## src/rtl/multi_cycle_ctrl_pkg.sv

```systemverilog
// Shared definitions for the multi-cycle RISC-V control unit.
// Holds the FSM state enumeration, the opcode constants and the mux select
// encodings for ResultSrc, ALUSrcA, ALUSrcB and ALUOp.
// Optional feature macro: JAL_SUPPORT_EN (adds the JAL state).
package multi_cycle_ctrl_pkg;

  localparam logic [6:0] OpLoad   = 7'b0000011;
  localparam logic [6:0] OpStore  = 7'b0100011;
  localparam logic [6:0] OpRType  = 7'b0110011;
  localparam logic [6:0] OpIType  = 7'b0010011;
  localparam logic [6:0] OpBranch = 7'b1100011;
  localparam logic [6:0] OpJal    = 7'b1101111;

  typedef enum logic [3:0] {
    StFetch,
    StDecode,
    StMemAdr,
    StMemRead,
    StMemWb,
    StMemWrite,
    StExecR,
    StExecI,
    StAluWb,
    StBeq,
`ifdef JAL_SUPPORT_EN
    StJal,
`endif
    StIllegal
  } state_e;

  typedef enum logic [1:0] {
    ResAluOut    = 2'b00,
    ResData      = 2'b01,
    ResAluResult = 2'b10
  } result_src_e;

  typedef enum logic [1:0] {
    SrcAPc    = 2'b00,
    SrcAOldPc = 2'b01,
    SrcARd1   = 2'b10
  } src_a_e;

  typedef enum logic [1:0] {
    SrcBRd2  = 2'b00,
    SrcBImm  = 2'b01,
    SrcBFour = 2'b10
  } src_b_e;

  typedef enum logic [1:0] {
    AluOpAdd  = 2'b00,
    AluOpSub  = 2'b01,
    AluOpFunc = 2'b10
  } alu_op_e;

endpackage

```

## src/rtl/multi_cycle_ctrl_alu_dec.sv

```systemverilog
// mc_alu_dec: combinational ALU control decoder.
// Ports:
//   alu_op_i      - operation class from the FSM (add / sub / by funct)
//   funct3_i      - instruction funct3
//   funct7_i      - instruction bit 30
//   op5_i         - OPCODE[5], distinguishes R-type from I-type
//   alu_control_o - ALU operation, zero-extended to ALU_CTRL_W
module mc_alu_dec
  import multi_cycle_ctrl_pkg::*;
#(
  parameter int unsigned ALU_CTRL_W = 3
) (
  input  alu_op_e               alu_op_i,
  input  logic [2:0]            funct3_i,
  input  logic                  funct7_i,
  input  logic                  op5_i,
  output logic [ALU_CTRL_W-1:0] alu_control_o
);

  logic [2:0] ctrl;

  always_comb begin
    ctrl = 3'd0;
    case (alu_op_i)
      AluOpAdd: ctrl = 3'd0;
      AluOpSub: ctrl = 3'd2;
      AluOpFunc: begin
        case (funct3_i)
          // Only R-type can subtract; addi ignores bit 30.
          3'b000:                                    ctrl = (op5_i && funct7_i) ? 3'd2 : 3'd0;
          3'b001, 3'b100, 3'b101, 3'b110, 3'b111:    ctrl = funct3_i;
          default:                                   ctrl = 3'd0;
        endcase
      end
      default: ctrl = 3'd0;
    endcase
  end

  assign alu_control_o = ALU_CTRL_W'(ctrl);

endmodule

```

## src/rtl/multi_cycle_ctrl.sv

```systemverilog
// multi_cycle_ctrl: Moore FSM controller for a multi-cycle RISC-V datapath,
// with branch condition evaluation and a retired-instruction counter.
// Optional feature macro: JAL_SUPPORT_EN (JAL state and ImmSrc=11).
// Ports:
//   CLK, RST                 - clock, async active-low reset
//   OPCODE, funct3, funct7   - instruction fields from the IR
//   Zero, sign_flag          - ALU flags for branches
//   MemReady                 - memory handshake
//   PCWrite, AdrSrc, MemWrite, IRWrite, ResultSrc, ALUSrcA, ALUSrcB,
//   ImmSrc, ALUControl, RegWrite - datapath controls
//   ILLEGAL                  - sticky unsupported-opcode flag
//   INSTR_CNT                - retired-instruction count (wraps)
module multi_cycle_ctrl
  import multi_cycle_ctrl_pkg::*;
#(
  parameter int unsigned ALU_CTRL_W = 3,
  parameter int unsigned CNT_W      = 16
) (
  input  logic                  CLK,
  input  logic                  RST,
  input  logic [6:0]            OPCODE,
  input  logic [2:0]            funct3,
  input  logic                  funct7,
  input  logic                  Zero,
  input  logic                  sign_flag,
  input  logic                  MemReady,
  output logic                  PCWrite,
  output logic                  AdrSrc,
  output logic                  MemWrite,
  output logic                  IRWrite,
  output logic [1:0]            ResultSrc,
  output logic [1:0]            ALUSrcA,
  output logic [1:0]            ALUSrcB,
  output logic [1:0]            ImmSrc,
  output logic [ALU_CTRL_W-1:0] ALUControl,
  output logic                  RegWrite,
  output logic                  ILLEGAL,
  output logic [CNT_W-1:0]      INSTR_CNT
);

  state_e           state_q, state_d;
  logic [CNT_W-1:0] cnt_q, cnt_d;

  logic        pc_write, mem_write, ir_write, reg_write, adr_src;
  result_src_e result_src;
  src_a_e      alu_src_a;
  src_b_e      alu_src_b;
  alu_op_e     alu_op;
  logic        taken;
  logic        retire;

  always_comb begin
    taken = 1'b0;
    case (funct3)
      3'b000:  taken = Zero;
      3'b001:  taken = !Zero;
      3'b100:  taken = sign_flag;
      default: taken = 1'b0;
    endcase
  end

  always_comb begin
    state_d    = state_q;
    pc_write   = 1'b0;
    adr_src    = 1'b0;
    mem_write  = 1'b0;
    ir_write   = 1'b0;
    reg_write  = 1'b0;
    result_src = ResAluOut;
    alu_src_a  = SrcAPc;
    alu_src_b  = SrcBRd2;
    alu_op     = AluOpAdd;
    case (state_q)
      StFetch: begin
        alu_src_b  = SrcBFour;
        result_src = ResAluResult;
        ir_write   = MemReady;
        pc_write   = MemReady;
        if (MemReady) state_d = StDecode;
      end
      StDecode: begin
        // Precompute the branch target into ALUOut.
        alu_src_a = SrcAOldPc;
        alu_src_b = SrcBImm;
        case (OPCODE)
          OpLoad, OpStore: state_d = StMemAdr;
          OpRType:         state_d = StExecR;
          OpIType:         state_d = StExecI;
          OpBranch:        state_d = StBeq;
`ifdef JAL_SUPPORT_EN
          OpJal:           state_d = StJal;
`endif
          default:         state_d = StIllegal;
        endcase
      end
      StMemAdr: begin
        alu_src_a = SrcARd1;
        alu_src_b = SrcBImm;
        state_d   = OPCODE[5] ? StMemWrite : StMemRead;
      end
      StMemRead: begin
        adr_src = 1'b1;
        if (MemReady) state_d = StMemWb;
      end
      StMemWb: begin
        result_src = ResData;
        reg_write  = 1'b1;
        state_d    = StFetch;
      end
      StMemWrite: begin
        adr_src   = 1'b1;
        mem_write = 1'b1;
        if (MemReady) state_d = StFetch;
      end
      StExecR: begin
        alu_src_a = SrcARd1;
        alu_src_b = SrcBRd2;
        alu_op    = AluOpFunc;
        state_d   = StAluWb;
      end
      StExecI: begin
        alu_src_a = SrcARd1;
        alu_src_b = SrcBImm;
        alu_op    = AluOpFunc;
        state_d   = StAluWb;
      end
      StAluWb: begin
        reg_write = 1'b1;
        state_d   = StFetch;
      end
      StBeq: begin
        alu_src_a = SrcARd1;
        alu_src_b = SrcBRd2;
        alu_op    = AluOpSub;
        pc_write  = taken;
        state_d   = StFetch;
      end
`ifdef JAL_SUPPORT_EN
      StJal: begin
        // PC <= branch target from ALUOut; ALU forms OldPC+4 for the link.
        alu_src_a = SrcAOldPc;
        alu_src_b = SrcBFour;
        pc_write  = 1'b1;
        state_d   = StAluWb;
      end
`endif
      StIllegal: state_d = StIllegal;
      default:   state_d = StFetch;
    endcase
  end

  assign retire = (state_q == StMemWb) || (state_q == StAluWb) || (state_q == StBeq) ||
                  ((state_q == StMemWrite) && MemReady);

  always_comb begin
    cnt_d = cnt_q;
    if (retire) cnt_d = cnt_q + CNT_W'(1);
  end

  always_ff @(posedge CLK or negedge RST) begin
    if (!RST) begin
      state_q <= StFetch;
      cnt_q   <= '0;
    end else begin
      state_q <= state_d;
      cnt_q   <= cnt_d;
    end
  end

  always_comb begin
    ImmSrc = 2'b00;
    case (OPCODE)
      OpStore:  ImmSrc = 2'b01;
      OpBranch: ImmSrc = 2'b10;
`ifdef JAL_SUPPORT_EN
      OpJal:    ImmSrc = 2'b11;
`endif
      default:  ImmSrc = 2'b00;
    endcase
  end

  mc_alu_dec #(
    .ALU_CTRL_W(ALU_CTRL_W)
  ) u_alu_dec (
    .alu_op_i      (alu_op),
    .funct3_i      (funct3),
    .funct7_i      (funct7),
    .op5_i         (OPCODE[5]),
    .alu_control_o (ALUControl)
  );

  // FETCH would otherwise raise enables while held in reset.
  assign PCWrite   = pc_write  & RST;
  assign MemWrite  = mem_write & RST;
  assign IRWrite   = ir_write  & RST;
  assign RegWrite  = reg_write & RST;
  assign AdrSrc    = adr_src;
  assign ResultSrc = result_src;
  assign ALUSrcA   = alu_src_a;
  assign ALUSrcB   = alu_src_b;
  assign ILLEGAL   = (state_q == StIllegal);
  assign INSTR_CNT = cnt_q;

endmodule

```

## config.mk

```make
export PLATFORM = sky130hd
export DESIGN_NAME = multi_cycle_ctrl
export DESIGN_NICKNAME = d
export VERILOG_FILES = /design/src/rtl/multi_cycle_ctrl_pkg.sv /design/src/rtl/multi_cycle_ctrl_alu_dec.sv /design/src/rtl/multi_cycle_ctrl.sv
export SDC_FILE = /design/constraint.sdc
export NUM_CORES = 1
export LEC_CHECK = 0
export ABC_AREA = 1
export BUFFER_PORTS_ARGS = -buffer_cell sky130_fd_sc_hd__buf_2
export CAP_MARGIN = 40
export CORE_MARGIN = 3
export CORE_UTILIZATION = 40
export CTS_BUF_LIST = sky130_fd_sc_hd__clkbuf_16
export CTS_CLUSTER_DIAMETER = 40
export DETAILED_ROUTE_END_ITERATION = 8
export HOLD_SLACK_MARGIN = 0.05
export PLACE_DENSITY_LB_ADDON = 0.3
export SYNTH_ARGS = -nofsm -noshare
export SYNTH_HDL_FRONTEND = slang
export SYNTH_SLANG_ARGS = --single-unit
```

## constraint.sdc

```tcl
create_clock -name CLK -period 2.3 [get_ports CLK]
set_input_delay 0.115 -clock CLK [delete_from_list [all_inputs] [get_ports CLK]]
set_output_delay 0.115 -clock CLK [all_outputs]
set_load 0.01 [all_outputs]
```

==> flow_summary.toml <==
[global_routing]
grt_pass1_vias = 1394
grt_max_degree = 29
overflow = 0
antenna_found_initial = 0
grt_pass1_wl_mm = 6.02
track_usage_pct = 16.5

[final_layout]
syn2layout_area_growth_pct = 24.6
fin_util_pct = 52.6
fill_cells = 406
final_net_count = 307
layout_common_cells = "73 x nand2_1, 48 x buf_2, 33 x nor2_1"
layout-drive-gt1-share_pct = 28.2
layout_commonest_cell = "nand2_1"
n_antenna_cell = 0

[clocking]
clock_latency_ps = 250
htreeDepth = 1
cts_made_buffers = 3
cts_resized = 0
cts_tree = "done"
cts_sinks = 20
clk_pin_slew_worst_paths_ps = 60
clk_path_buf_depth = 2
cts_root_buf = "clkbuf_16"
cts_setup_buffers = 0

[hold_path]
min_to = "state_q[3]"
hold_depth = 3
min_path_type = "in -> reg"
min-delay-start = "OPCODE[6]"

[floorplan]
coreArea_um2 = 3740
rows = 22
start_util_pct = 42.2
die_w_um = 68.9
die_area_um2 = 4740
fp.dieH_um = 68.9
ioPinCount = 49

[yosys]
yosysUniqueCellTypes = 28
seq_area_frac_synth_pct = 31.7
syn_area_per_cell_um2 = 6.70
syn_area_um2 = 1580
postSynthCellCount = 236
syn_nets = 255
synth_top_area_share_pct = 31.7
synthTopCellsByArea = "dfrtp_1 32%, nand2_1 17%, nor2_1 7.8%"
yosys_warnings = 0
yosys.area.top_type = "dfrtp_1"
synth_seq_cells = 20

[worst_setup_path]
reg2reg_slack_ps = 650
r2r_start = "INSTR_CNT[0]"
cp.arrival_ps = 1920
startpoint_type = "flip-flop"
rr_worst_depth = 8
r2r_end = "INSTR_CNT[12]"
worst-path-max-fanout = 6
cp-end-kind = "output pin"
criticalPathCategory = "reg -> out"
crit_required_ps = 2180

[place]
dp_hpwl_mm = 2.88
portBuffers = 48
place.gp.congestion = 0.874

[power_and_ir_drop]
power.internal_uw = 1080
power.density_nw_per_um2 = 969
seq_power_share_pct = 27.9
p_clk_share_pct = 25.0
p_sw_uw = 830
p_comb_share_pct = 47.1
p_leak_uw = 0.00103
swShare_pct = 43.5
peakVddDrop_v = 0.000443

[detailed_routing]
viasPerCell = 4.88
drtPass1Iterations = 4
drtAntennaViolNets = 0
drt_iter0_drc = 64
wire_per_inst_um = 10.9
vias = 1634
routed_wl_mm = 3.64
drc = 0

[timing]
tns_ps = 0
slew_headroom_pct = 74.2
maxSlewViolCount = 0
min_period_over_period_pct = 88.5
rsz0062_at_grt = "no"
worst_slew_pin_slew_ps = 387
max_freq_mhz = 491
fin_skew_ps = 2.98
period_minus_slack_ps = 2040
setup_viol = 0
report.final.hold_viol_count = 0

[flow_run]
maxCapViolCount = 0

[status]
status = "finished clean"
==> routing by layer <==
layer	global-route usage, %	wire length [um]	share of wire [%]	vias to the layer above
met5	0	0	0	-
met4	3.41	20	0.55	0
met3	3.40	124	3.4	2
met2	27.3	1750	48	24
met1	22.1	1750	48	754
li1	-	-	-	854
==> metrics by stage <==
| stage | cells | cell area, um2 | setup slack [ps] | total power (uW) | hold WS, ps |
|---|---|---|---|---|---|
| final | 335 | 1970 | 264 | 1910 | 149 |
| after global routing | 335 | 1970 | 87.6 | 2070 | 181 |
| after floorplan | 236 | 1580 | 487 | 1250 | -181 |
| after global placement | 330 | 1850 | 589 | 1440 | 171 |
| after CTS | 335 | 1970 | 248 | 1930 | 150 |
| after detailed placement | 330 | 1850 | 529 | 1440 | 175 |
==> state kept, by name, summed over array words and instances (netlist names) <==
register   count
state_q        4
INSTR_CNT     16
==> cell usage after synthesis, drive strengths merged <==
cell,number
xor2,6
nor4,1
nor3,1
ha,3
nand4,10
buf,3
o21ai,18
a2111oi,1
nand3b,2
a21oi,1
nand2,78
dfrtp,20
a31oi,1
o31ai,1
o211ai,2
nor2,38
or2,1
inv,36
nand3,13
==> power groups by stage <==
stage / clock [uW] / sequential [uW] / combinational [uW]
after detailed placement: 0 / 539 / 904
after CTS: 490 / 533 / 911
after global routing: 503 / 556 / 1010
after floorplan: 0 / 543 / 703
final: 477 / 533 / 898
after global placement: 0 / 535 / 901
==> cells by family after synthesis <==
logic type / Yosys count / synth area share, %
buf+inv: 39 / 10.7
compound gates: 24 / 10.8
xor+xnor: 6 / 3.33
fa+ha+maj: 3 / 2.38
simple gates: 144 / 41.2
flops: 20 / 31.7
==> worst max-delay path: stages (launching register included) <==
cell,delay (ps)
dfrtp_1,440
inv_2,110
nand2_4,70
nor2_4,120
inv_2,90
ha_1,310
a2111oi_0,340
buf_2,200
==> how the worst max path moves through the flow <==
stage | start | to | cells after the start
3_3_place_gp | state_q[1] | ALUControl[0] | 7
6_report | state_q[1] | ALUControl[0] | 7
4_1_cts | state_q[1] | ALUControl[0] | 7
3_5_place_dp | state_q[1] | ALUControl[0] | 7
5_1_grt | state_q[1] | ALUControl[0] | 7
2_1_floorplan | state_q[1] | ALUControl[0] | 6
==> cell type report <==
type | count | area (um2) | share of cell area [%]
Multi-Input combinational cell | 177 | 911 | 46.3
Clock inverter | 1 | 30.0 | 1.52
Sequential cell | 20 | 500 | 25.4
Tap cell | 48 | 60.1 | 3.05
Clock buffer | 3 | 75.1 | 3.81
Inverter | 36 | 135 | 6.86
Timing Repair Buffer | 50 | 258 | 13.1
==> what timing repair did <==
item | 4_1_cts | 5_1_grt
hold buffers | 1 | 0
hold endpoints to repair | 20 | 0
endpoints found under the setup margin | 0 | 0
(Power assumes the default switching activity.)
